**src/rtl/wb_ps2_rx.sv**
```systemverilog
// wb_ps2_rx: host-side PS/2 receiver behind a Wishbone B4 classic slave.
// Frames from the device are filtered, deserialized, checked for parity and
// stop bit, then buffered in a byte FIFO. irq_o is high while data is pending
// and the interrupt is enabled.
//
// Receiver FSM
//   state   | meaning
//   --------+-------------------------------------------------------------
//   S_IDLE  | waiting for a start bit (falling edge with data low)
//   S_SHIFT | capturing data bits 1..8, parity (9), stop (10); timeout armed
//   S_CHECK | one cycle: validate the frame, push or flag
//
// Register map (word address adr_i[1:0])
//   0 DATA   rd: [8] valid, [7:0] head byte; pops when non-empty
//   1 STATUS rd: [0] ne, [1] full, [2] ovr, [3] perr, [4] ferr, [5] toerr,
//               [16:8] count; wr: W1C on [5:2]
//   2 CTRL   rd/wr: [0] rx_en, [1] irq_en; wr [2]=1 flushes the FIFO
//   3        reads 0
module wb_ps2_rx #(
    parameter int DEPTH   = 16,
    parameter int FILT    = 8,
    parameter int TIMEOUT = 100000
) (
    input  logic        clk_i,
    input  logic        rst_i,
    input  logic        cyc_i,
    input  logic        stb_i,
    input  logic        we_i,
    input  logic [29:0] adr_i,
    input  logic [3:0]  sel_i,
    input  logic [31:0] dat_i,
    output logic        ack_o,
    output logic [31:0] dat_o,
    output logic        irq_o,
    input  logic        ps2_clk,
    input  logic        ps2_dat
);

    localparam int AW = $clog2(DEPTH);
    localparam int CW = AW + 1;
    localparam int FW = $clog2(FILT + 1);
    localparam int TW = $clog2(TIMEOUT + 1);

    typedef enum logic [1:0] {
        S_IDLE  = 2'd0,
        S_SHIFT = 2'd1,
        S_CHECK = 2'd2
    } state_t;

    // pin synchronizers
    logic ps2_clk_m, ps2_clk_s;
    logic ps2_dat_m, ps2_dat_s;

    // clock filter
    logic          clk_f, clk_f_q;
    logic [FW-1:0] filt_cnt;
    logic          fall;

    // receiver
    state_t        state;
    logic [3:0]    bit_cnt;
    logic [7:0]    shreg;
    logic          par_bit;
    logic          stop_bit;
    logic [TW-1:0] tmo_cnt;
    logic          timeout;

    // FIFO
    logic [7:0]    mem [DEPTH];
    logic [AW-1:0] wr_ptr, rd_ptr;
    logic [CW-1:0] count;
    logic          not_empty, full;

    // bus / registers
    logic          access, rd, wr;
    logic          pop, push, flush;
    logic          in_check, par_ok, good;
    logic [3:0]    flags;       // {toerr, ferr, perr, ovr}
    logic [3:0]    flag_set;
    logic [3:0]    flag_clr;
    logic          rx_en, irq_en;
    logic [31:0]   rdata;
    logic          unused_bits;

    assign unused_bits = ^{adr_i[29:2], sel_i[3:1], dat_i[31:6]};

    // Two-flop synchronizers; idle level of both lines is high.
    always_ff @(posedge clk_i) begin
        if (rst_i) begin
            ps2_clk_m <= 1'b1;
            ps2_clk_s <= 1'b1;
            ps2_dat_m <= 1'b1;
            ps2_dat_s <= 1'b1;
        end else begin
            ps2_clk_m <= ps2_clk;
            ps2_clk_s <= ps2_clk_m;
            ps2_dat_m <= ps2_dat;
            ps2_dat_s <= ps2_dat_m;
        end
    end

    // Filtered clock flips only after FILT consecutive differing samples.
    always_ff @(posedge clk_i) begin
        if (rst_i) begin
            clk_f    <= 1'b1;
            clk_f_q  <= 1'b1;
            filt_cnt <= '0;
        end else begin
            clk_f_q <= clk_f;
            if (ps2_clk_s != clk_f) begin
                if (filt_cnt == FW'(FILT - 1)) begin
                    clk_f    <= ~clk_f;
                    filt_cnt <= '0;
                end else begin
                    filt_cnt <= filt_cnt + 1'b1;
                end
            end else begin
                filt_cnt <= '0;
            end
        end
    end

    assign fall     = clk_f_q & ~clk_f;
    assign timeout  = (state == S_SHIFT) && rx_en && !fall && (tmo_cnt == '0);
    assign in_check = (state == S_CHECK);
    assign par_ok   = ^{shreg, par_bit};
    assign good     = par_ok & stop_bit;

    // Receiver FSM; the timeout timer is a down-counter reloaded on every edge.
    always_ff @(posedge clk_i) begin
        if (rst_i) begin
            state    <= S_IDLE;
            bit_cnt  <= '0;
            shreg    <= '0;
            par_bit  <= 1'b0;
            stop_bit <= 1'b0;
            tmo_cnt  <= '0;
        end else begin
            case (state)
                S_IDLE: begin
                    if (fall && !ps2_dat_s && rx_en) begin
                        state   <= S_SHIFT;
                        bit_cnt <= 4'd1;
                        tmo_cnt <= TW'(TIMEOUT - 1);
                    end
                end
                S_SHIFT: begin
                    if (!rx_en) begin
                        state <= S_IDLE;
                    end else if (fall) begin
                        tmo_cnt <= TW'(TIMEOUT - 1);
                        bit_cnt <= bit_cnt + 4'd1;
                        if (bit_cnt <= 4'd8) begin
                            shreg <= {ps2_dat_s, shreg[7:1]};
                        end else if (bit_cnt == 4'd9) begin
                            par_bit <= ps2_dat_s;
                        end else begin
                            stop_bit <= ps2_dat_s;
                            state    <= S_CHECK;
                        end
                    end else if (tmo_cnt == '0) begin
                        state <= S_IDLE;
                    end else begin
                        tmo_cnt <= tmo_cnt - 1'b1;
                    end
                end
                S_CHECK: state <= S_IDLE;
                default: state <= S_IDLE;
            endcase
        end
    end

    assign access    = cyc_i & stb_i & ~ack_o;
    assign rd        = access & ~we_i;
    assign wr        = access & we_i & sel_i[0];
    assign not_empty = (count != '0);
    assign full      = (count == CW'(DEPTH));
    assign pop       = rd && (adr_i[1:0] == 2'd0) && not_empty;
    assign push      = in_check & good & (~full | pop);
    assign flush     = wr && (adr_i[1:0] == 2'd2) && dat_i[2];

    assign flag_set = {timeout, in_check & ~stop_bit, in_check & ~par_ok,
                       in_check & good & full & ~pop};
    assign flag_clr = (wr && (adr_i[1:0] == 2'd1)) ? dat_i[5:2] : 4'd0;

    // FIFO storage; no reset needed, count gates visibility.
    always_ff @(posedge clk_i) begin
        if (push) begin
            mem[wr_ptr] <= shreg;
        end
    end

    // FIFO pointers and fill count; flush overrides a coincident push/pop.
    always_ff @(posedge clk_i) begin
        if (rst_i || flush) begin
            wr_ptr <= '0;
            rd_ptr <= '0;
            count  <= '0;
        end else begin
            if (push) wr_ptr <= wr_ptr + 1'b1;
            if (pop)  rd_ptr <= rd_ptr + 1'b1;
            case ({push, pop})
                2'b10:   count <= count + 1'b1;
                2'b01:   count <= count - 1'b1;
                default: count <= count;
            endcase
        end
    end

    // Sticky error flags; a set in the same cycle as a W1C wins.
    always_ff @(posedge clk_i) begin
        if (rst_i) begin
            flags <= '0;
        end else begin
            flags <= flag_set | (flags & ~flag_clr);
        end
    end

    // Control register.
    always_ff @(posedge clk_i) begin
        if (rst_i) begin
            rx_en  <= 1'b1;
            irq_en <= 1'b0;
        end else if (wr && (adr_i[1:0] == 2'd2)) begin
            rx_en  <= dat_i[0];
            irq_en <= dat_i[1];
        end
    end

    // Read data mux.
    always_comb begin
        rdata = '0;
        case (adr_i[1:0])
            2'd0: if (not_empty) rdata = {23'd0, 1'b1, mem[rd_ptr]};
            2'd1: rdata = {15'd0, 9'(count), 2'b00, flags, full, not_empty};
            2'd2: rdata = {30'd0, irq_en, rx_en};
            default: rdata = '0;
        endcase
    end

    // Single-cycle acknowledge; read data only valid alongside ack.
    always_ff @(posedge clk_i) begin
        if (rst_i) begin
            ack_o <= 1'b0;
            dat_o <= '0;
        end else begin
            ack_o <= access;
            dat_o <= rd ? rdata : 32'd0;
        end
    end

    // Level interrupt, one cycle behind the fill count.
    always_ff @(posedge clk_i) begin
        if (rst_i) begin
            irq_o <= 1'b0;
        end else begin
            irq_o <= irq_en & not_empty;
        end
    end

endmodule
```
**config.mk**
```make
export PLATFORM = sky130hd
export DESIGN_NAME = wb_ps2_rx
export DESIGN_NICKNAME = d
export VERILOG_FILES = /design/src/rtl/wb_ps2_rx.sv
export SDC_FILE = /design/constraint.sdc
export NUM_CORES = 1
export LEC_CHECK = 0
export ABC_CLOCK_PERIOD_IN_PS = 3300
export BUFFER_PORTS_ARGS = -buffer_cell sky130_fd_sc_hd__buf_2
export CORE_MARGIN = 4
export CORE_UTILIZATION = 25
export CTS_CLUSTER_DIAMETER = 100
export DETAILED_ROUTE_END_ITERATION = 10
export SYNTH_ARGS = -nofsm -noshare
export SYNTH_HDL_FRONTEND = slang
export SYNTH_SLANG_ARGS = --single-unit
```
**constraint.sdc**
```tcl
create_clock -name clk_i -period 3.3 [get_ports clk_i]
set_input_delay 0.66 -clock clk_i [delete_from_list [all_inputs] [get_ports clk_i]]
set_output_delay 0.66 -clock clk_i [all_outputs]
set_load 0.01 [all_outputs]
```
# After elaboration in Yosys (flattened, before gate mapping)
# Memories as Yosys holds them, arrays and structs flattened. A register that Yosys moved wholly into a read port is not among the register bits.
# Index checks and enable logic that the tools add are counted.
[classes]
n_addsub = 7
mul = 0
n_div = 0
n_lt_le_gt_ge = 1
n_eq_ne = 17
n_shift = 0
mux = 24
n_bitwise = 29
n_reduce_logical = 29
[op_table]
columns = ["operator", "count"]
rows = [
  ["case mux 32 bit (3 select lines)", 1],
  ["2-to-1 mux 17 bit", 4],
  ["case mux 17 bit (2 select lines)", 1],
  ["2-to-1 mux 4 bit", 6],
  ["zero test 17 bit", 1],
  ["subtractor 17 x 1 -> 17 bit (second input constant)", 1],
  ["adder 4 x 1 -> 4 bit (second input constant)", 4],
  ["AND reduction 4 bit", 4],
  ["AND 1 bit", 14],
  ["2-to-1 mux 2 bit", 6],
  ["inverter 1 bit", 11],
  ["logical AND 1 bit", 10],
  ["case mux 5 bit (2 select lines)", 1],
  ["AND reduction 5 bit", 2],
  ["2-to-1 mux 9 bit", 1],
  ["XOR reduction 9 bit", 1],
  ["!= test 4 bit (second input constant)", 2],
  ["case mux 4 bit (2 select lines)", 1],
  ["equality test 2 x 1 -> 1 bit (second input constant)", 3],
  ["equality test 2 bit (second input constant)", 3],
  ["!= test 2 bit (second input constant)", 3],
  ["adder 5 x 1 -> 5 bit (second input constant)", 1],
  ["equality test 5 bit (second input constant)", 1],
  ["nonzero test 5 bit", 1],
  ["20 further kinds", 24],
]
[totals]
reg_bits = 96
latchBits = 0
mem_bits_rw = 128
rom_bits = 0
in_bits = 73
word_cells = 130
mem_count = 1
[memory_table]
columns = ["name", "depth", "word_bits", "rd", "rd_clocked_by_memory_dff", "write_ports", "line_no", "text"]
rows = [
  ["mem", 16, 8, 1, 1, 1, "69", "logic [7:0] mem [DEPTH];"],
]

# Longest topological paths before layout
[depth]
word_depth = 9
ltp_mapped = 12

# Worst setup path before layout
# OpenSTA, ideal clock, no wires.
[synth_path]
path_kind = "input to register"
start = "input port adr_i[1]"
end = "register count[4]"
setup_time_ns = 0.079
arrival_time_ns = 2.963
setup_slack_ns = 0.258
cell_stages = 10
n_path_buf = 1
path_cell_list = "or2_0 -> a2111o_2 -> clkbuf_1 -> nor2_1 -> ha_1 -> a21o_1 -> a21oi_1 -> nand2b_1 -> o221a_1 -> a211oi_2"
[synth_between]
elab_chain_len = 7
[synth_rtl]
columns = ["item", "line_no", "text"]
rows = [
  ["start, declared", "29", "input logic [29:0] adr_i,"],
  ["zero test 2 bit", "178", "assign pop = rd && (adr_i[1:0] == 2'd0) && not_empty;"],
  ["logical AND 1 bit (2 in series)", "178", ""],
  ["OR 1 bit", "179", "assign push = in_check & good & (~full | pop);"],
  ["AND 1 bit", "179", ""],
  ["equality test 2 x 1 -> 1 bit or equality test 2 bit (tied branches)", "202", "case ({push, pop})"],
  ["case mux 5 bit (2 select lines) or nonzero test 2 bit (tied branches)", "n/a", ""],
  ["end signal, assigned", "203", "2'b10: count <= count + 1'b1;"],
  ["end signal, assigned", "204", "2'b01: count <= count - 1'b1;"],
  ["end signal, assigned", "205", "default: count <= count;"],
  ["end, declared", "71", "logic [CW-1:0] count;"],
]
# Several ways; a longest one is shown, not always the timed one.
# A chain may end at the register's enable or synchronous reset.

# Worst setup path in the final report
[layout_path]
start = "register par_bit"
end = "register count[4]"
[layout_between]
elab_chain_len = 6
[layout_rtl]
columns = ["item", "line_no", "text"]
rows = [
  ["start, declared", "63", "logic par_bit;"],
  ["start signal, assigned", "156", "par_bit <= ps2_dat_s;"],
  ["XOR reduction 9 bit *", "126", "assign par_ok = ^{shreg, par_bit};"],
  ["AND 1 bit *", "127", "assign good = par_ok & stop_bit;"],
  ["AND 1 bit * (2 in series)", "179", ""],
  ["equality test 2 x 1 -> 1 bit or equality test 2 bit (tied branches)", "202", ""],
  ["case mux 5 bit (2 select lines) or nonzero test 2 bit (tied branches)", "n/a", ""],
]
# Every way passes the cells marked *; elsewhere a longest branch is shown, timed or not.

==> run summary <==
The total number of H-tree levels was 1. The buffer depth of the longest clock path came out at 3. The DRC violation total after the first TritonRoute iteration is 323.

The top fanout value on the critical path was 4. After layout, the minimum clock period comes to 2.841 ns. The async set or reset register ratio after synthesis was 0. The type of origin of the critical path is a register. The logs give 49 for the pin count of the biggest net entering global routing and 4,703 for the via count of the first global-routing pass. Registers take 5466 um2. The most used flip-flop cell after synthesis is sky130_fd_sc_hd__edfxtp_1.

For this design the top-level I/O count stands at 107. Between clock sinks in the finished design, the worst skew comes to 0.01747 ns. The clock drives 209 sinks. The tools report the endpoint of the most critical setup path as count[4]. Synthesis handed over a netlist of 604 instances.

The clock latency reported for the late side of the worst-skew pair was 0.53 ns; the detailed-route wire length per cell was 14.53 um. The number of setup buffers added after CTS is 0, and the global-route usage over all layers is 0.08840. The pre-antenna-repair detailed-routing pass consisted of 7 iterations. The filler-free cell count of the finished design was 1,131; the critical path data arrival time was 3.29 ns. The die is 193.2 um wide. The die height is 193.2 um. For the initial core utilization, the log shows 0.2544. The most common library cell in the layout ignoring fill and taps was sky130_fd_sc_hd__edfxtp_1.

The worst hold path belongs to the class in2reg. Row generation in the floorplan step produced 67 rows. The core region is 33,700 um2. During synthesis, Yosys emitted a total of 0 warnings.

The critical path starts at par_bit. The cell count after placement was 1,089. Wires add up to 16,430 um.

Setup repair after global routing left no endpoint under its margin. The portion of the post-synthesis area used by sequential elements was 0.6375. Clock tree synthesis inserted a total of 23 buffers.

TritonCTS built the clock tree. The endpoint identified for the worst register-to-register timing path is count[4]. The count of inserted antenna diode cells was 0; the final HPWL from detailed placement was 10,890 um. The run finished with clean final reports. Summing all multi-input logic gate instances after layout gives 2884 um2.

The share of the clock period used by the worst path after layout is 0.8610. The number of gates resized after CTS was 0. The global route total overflow was 0.

The share of cells above drive strength 1 was 0.2152. The tools report the final worst-path setup slack as 0.4586 ns. Once layout is done, the placed cells without fillers occupy 10,060 um2. For this block, the via count after detailed routing is 4,872.

Across the VDD grid, the largest voltage drop is 0.3002 mV. The number of pins with negative max-slew slack in the final report came out at 0. For this design the static power due to leakage is 3.498 nW. Clock tree root driver cell: sky130_fd_sc_hd__clkbuf_16. Number of port buffers: 30.

The via density per instance was 4.308; the initial antenna violation count was 0. The filler cells instantiated in the layout total 3,359. The logs give 0 for the final hold violation count and 56 for the number of distinct standard cells referenced by the synthesized netlist.

For the pin with the worst max-slew slack, the measured transition is 0.9101 ns. After synthesis the netlist holds a flip-flop and latch count of 209. For flop-to-flop paths, the worst setup slack is 0.46 ns. The peak clock frequency supported by timing was 351.9 MHz. Dividing the synthesized area by the synthesized cell count gives 14.19 um2. The die covers 37,320 um2. Once placement finished, the instance area stood at 9351 um2.

The net count of the finished layout was 754. The worst setup path is captured at a register. Adding up every negative setup slack in the final design gives 0 ns. In the layout the commonest cells are sky130_fd_sc_hd__edfxtp_1 (128), sky130_fd_sc_hd__dfxtp_1 (80), sky130_fd_sc_hd__nor2_1 (71). The worst register-to-register path begins at par_bit. The number of synthesized flops with an enable pin works out to 128.

Routability-driven placement congestion ratio: 0.7823. The worst setup path is of the reg2reg kind. For the post-placement worst setup slack, the log shows 0.2144 ns.

The first global-routing pass estimated 26,160 um of wire. Across the run, the number of max-cap violations was 0. After detailed routing, the number of remaining DRC violations is 0. For this design the ratio of total power to cell area is 515.5 nW/um2. After synthesis the cells add up to 8573 um2. The clock-pin transition on the worst setup and hold timing paths is 0.06 ns. The area growth from synthesis to layout is 17.37%, and the worst slew margin relative to its limit is 0.3933. Counting cells, the worst reg-to-reg path comes to 10. Hold repair after CTS inserted 0 buffers.

Setup violations remaining at the end of the flow were counted as 0. STA puts the critical path data required time at 3.75 ns. The detail route stage leaves a number of antenna-violating nets equal to 0.
-- critical path: stages, from the launching register on --
cell and delay (ns):
sky130_fd_sc_hd__dfxtp_1 0.35, sky130_fd_sc_hd__xor3_1 0.47, sky130_fd_sc_hd__nand4bb_1 0.20, sky130_fd_sc_hd__mux2i_1 0.25, sky130_fd_sc_hd__nor2_1 0.17, sky130_fd_sc_hd__fa_1 0.42
sky130_fd_sc_hd__a21o_1 0.17, sky130_fd_sc_hd__a21oi_1 0.22, sky130_fd_sc_hd__nand2b_1 0.10, sky130_fd_sc_hd__o221a_1 0.25, sky130_fd_sc_hd__a211oi_2 0.18
-- metrics by stage --
step                  util  hold slack [ns]  power [W]
floorplan                -           0.3895   0.002849
global placement    0.2775           0.4009   0.002852
detailed placement  0.2775           0.4006   0.002851
CTS                 0.2986           0.3057   0.005265
global route        0.2986           0.3157   0.005387
finish              0.2986           0.3267   0.005187
-- cells by family (layout without fill, tap and decap cells) --
family,Yosys count,in the layout,share of synthesized area
other,1,19,0.0004374
buffers and inverters,54,115,0.03400
and+or+nand+nor,176,176,0.1008
adders and majority gates,15,15,0.02277
muxes,55,55,0.1230
DFF,209,209,0.6375
xor gates and xnor gates,31,31,0.03517
AOI/OAI and AO/OA,63,63,0.04626
-- Yosys cell counts (2+ instances only) --
library cell | number | area (um2)
sky130_fd_sc_hd__a211oi_1 | 2 | 15.01
sky130_fd_sc_hd__a21o_1 | 2 | 15.01
sky130_fd_sc_hd__a21oi_1 | 24 | 120.1
sky130_fd_sc_hd__a22oi_1 | 5 | 37.54
sky130_fd_sc_hd__a32oi_1 | 2 | 17.52
sky130_fd_sc_hd__and2_1 | 4 | 25.02
sky130_fd_sc_hd__and3_1 | 3 | 18.77
sky130_fd_sc_hd__buf_2 | 5 | 25.02
sky130_fd_sc_hd__buf_4 | 20 | 150.1
sky130_fd_sc_hd__clkbuf_1 | 15 | 56.30
sky130_fd_sc_hd__dfxtp_1 | 81 | 1622
sky130_fd_sc_hd__edfxtp_1 | 128 | 3844
sky130_fd_sc_hd__ha_1 | 14 | 175.2
sky130_fd_sc_hd__inv_1 | 12 | 45.04
sky130_fd_sc_hd__mux2i_1 | 14 | 140.1
sky130_fd_sc_hd__mux4_2 | 40 | 900.9
sky130_fd_sc_hd__nand2_1 | 23 | 86.33
sky130_fd_sc_hd__nand2b_1 | 10 | 62.56
sky130_fd_sc_hd__nand3_1 | 11 | 55.05
sky130_fd_sc_hd__nand3b_1 | 3 | 22.52
sky130_fd_sc_hd__nand4bb_1 | 2 | 22.52
sky130_fd_sc_hd__nor2_1 | 71 | 266.5
sky130_fd_sc_hd__nor2b_1 | 3 | 18.77
sky130_fd_sc_hd__nor3_1 | 15 | 75.07
sky130_fd_sc_hd__nor3b_1 | 6 | 45.04
sky130_fd_sc_hd__nor4_1 | 8 | 50.05
sky130_fd_sc_hd__o21ai_0 | 13 | 65.06
sky130_fd_sc_hd__o21ai_1 | 2 | 10.01
sky130_fd_sc_hd__o22ai_1 | 3 | 18.77
sky130_fd_sc_hd__or2_2 | 6 | 37.54
sky130_fd_sc_hd__or3_1 | 5 | 31.28
sky130_fd_sc_hd__xnor2_1 | 20 | 175.2
sky130_fd_sc_hd__xor2_1 | 9 | 78.83
-- layer usage --
metal | share of wire | up-vias | GRT usage | wire (um)
met5 | 0 | - | 0 | 0
met4 | 0.018 | 0 | 0.02288 | 301
met3 | 0.069 | 29 | 0.01999 | 1140
met2 | 0.45 | 134 | 0.1388 | 7365
met1 | 0.46 | 2377 | 0.1245 | 7626
li1 | - | 2332 | - | -
-- cell type report --
cell class | instances | share of cell area
sequential | 209 | 0.5433
multi-input combinational | 359 | 0.2866
clock buffer | 29 | 0.06043
tap | 448 | 0.05571
timing repair buffer | 61 | 0.03929
clock inverter | 13 | 0.01020
inverter | 12 | 0.004476
-- state kept, by name, indices dropped and copies added, names as in the netlist, 2 cells and up, named ones only --
name	flops
shreg	8
filt_cnt	4
wr_ptr	4
mem	128
rd_ptr	4
state	2
flags	4
dat_o	13
bit_cnt	4
count	5
tmo_cnt	17
-- how the worst min path moves through the flow --
stage                    from   endpoint  slack, ns  depth (start not counted)
floorplan           ps2_clk_m  ps2_clk_s       0.39                          1
global placement    ps2_dat_m  ps2_dat_s       0.40                          1
detailed placement  ps2_clk_m  ps2_clk_s       0.40                          1
CTS                   ps2_dat  ps2_dat_m       0.31                          2
global route          ps2_dat  ps2_dat_m       0.32                          2
finish                ps2_dat  ps2_dat_m       0.33                          2
-- report_power, final --
part / switching (W) / internal (W) / total [W]
Clock: 0.00100 / 0.00139 / 0.00239
Combinational: 0.0000377 / 0.0000141 / 0.0000518
Sequential: 0.00000188 / 0.00274 / 0.00274
Power figures use the tool's default switching activity.
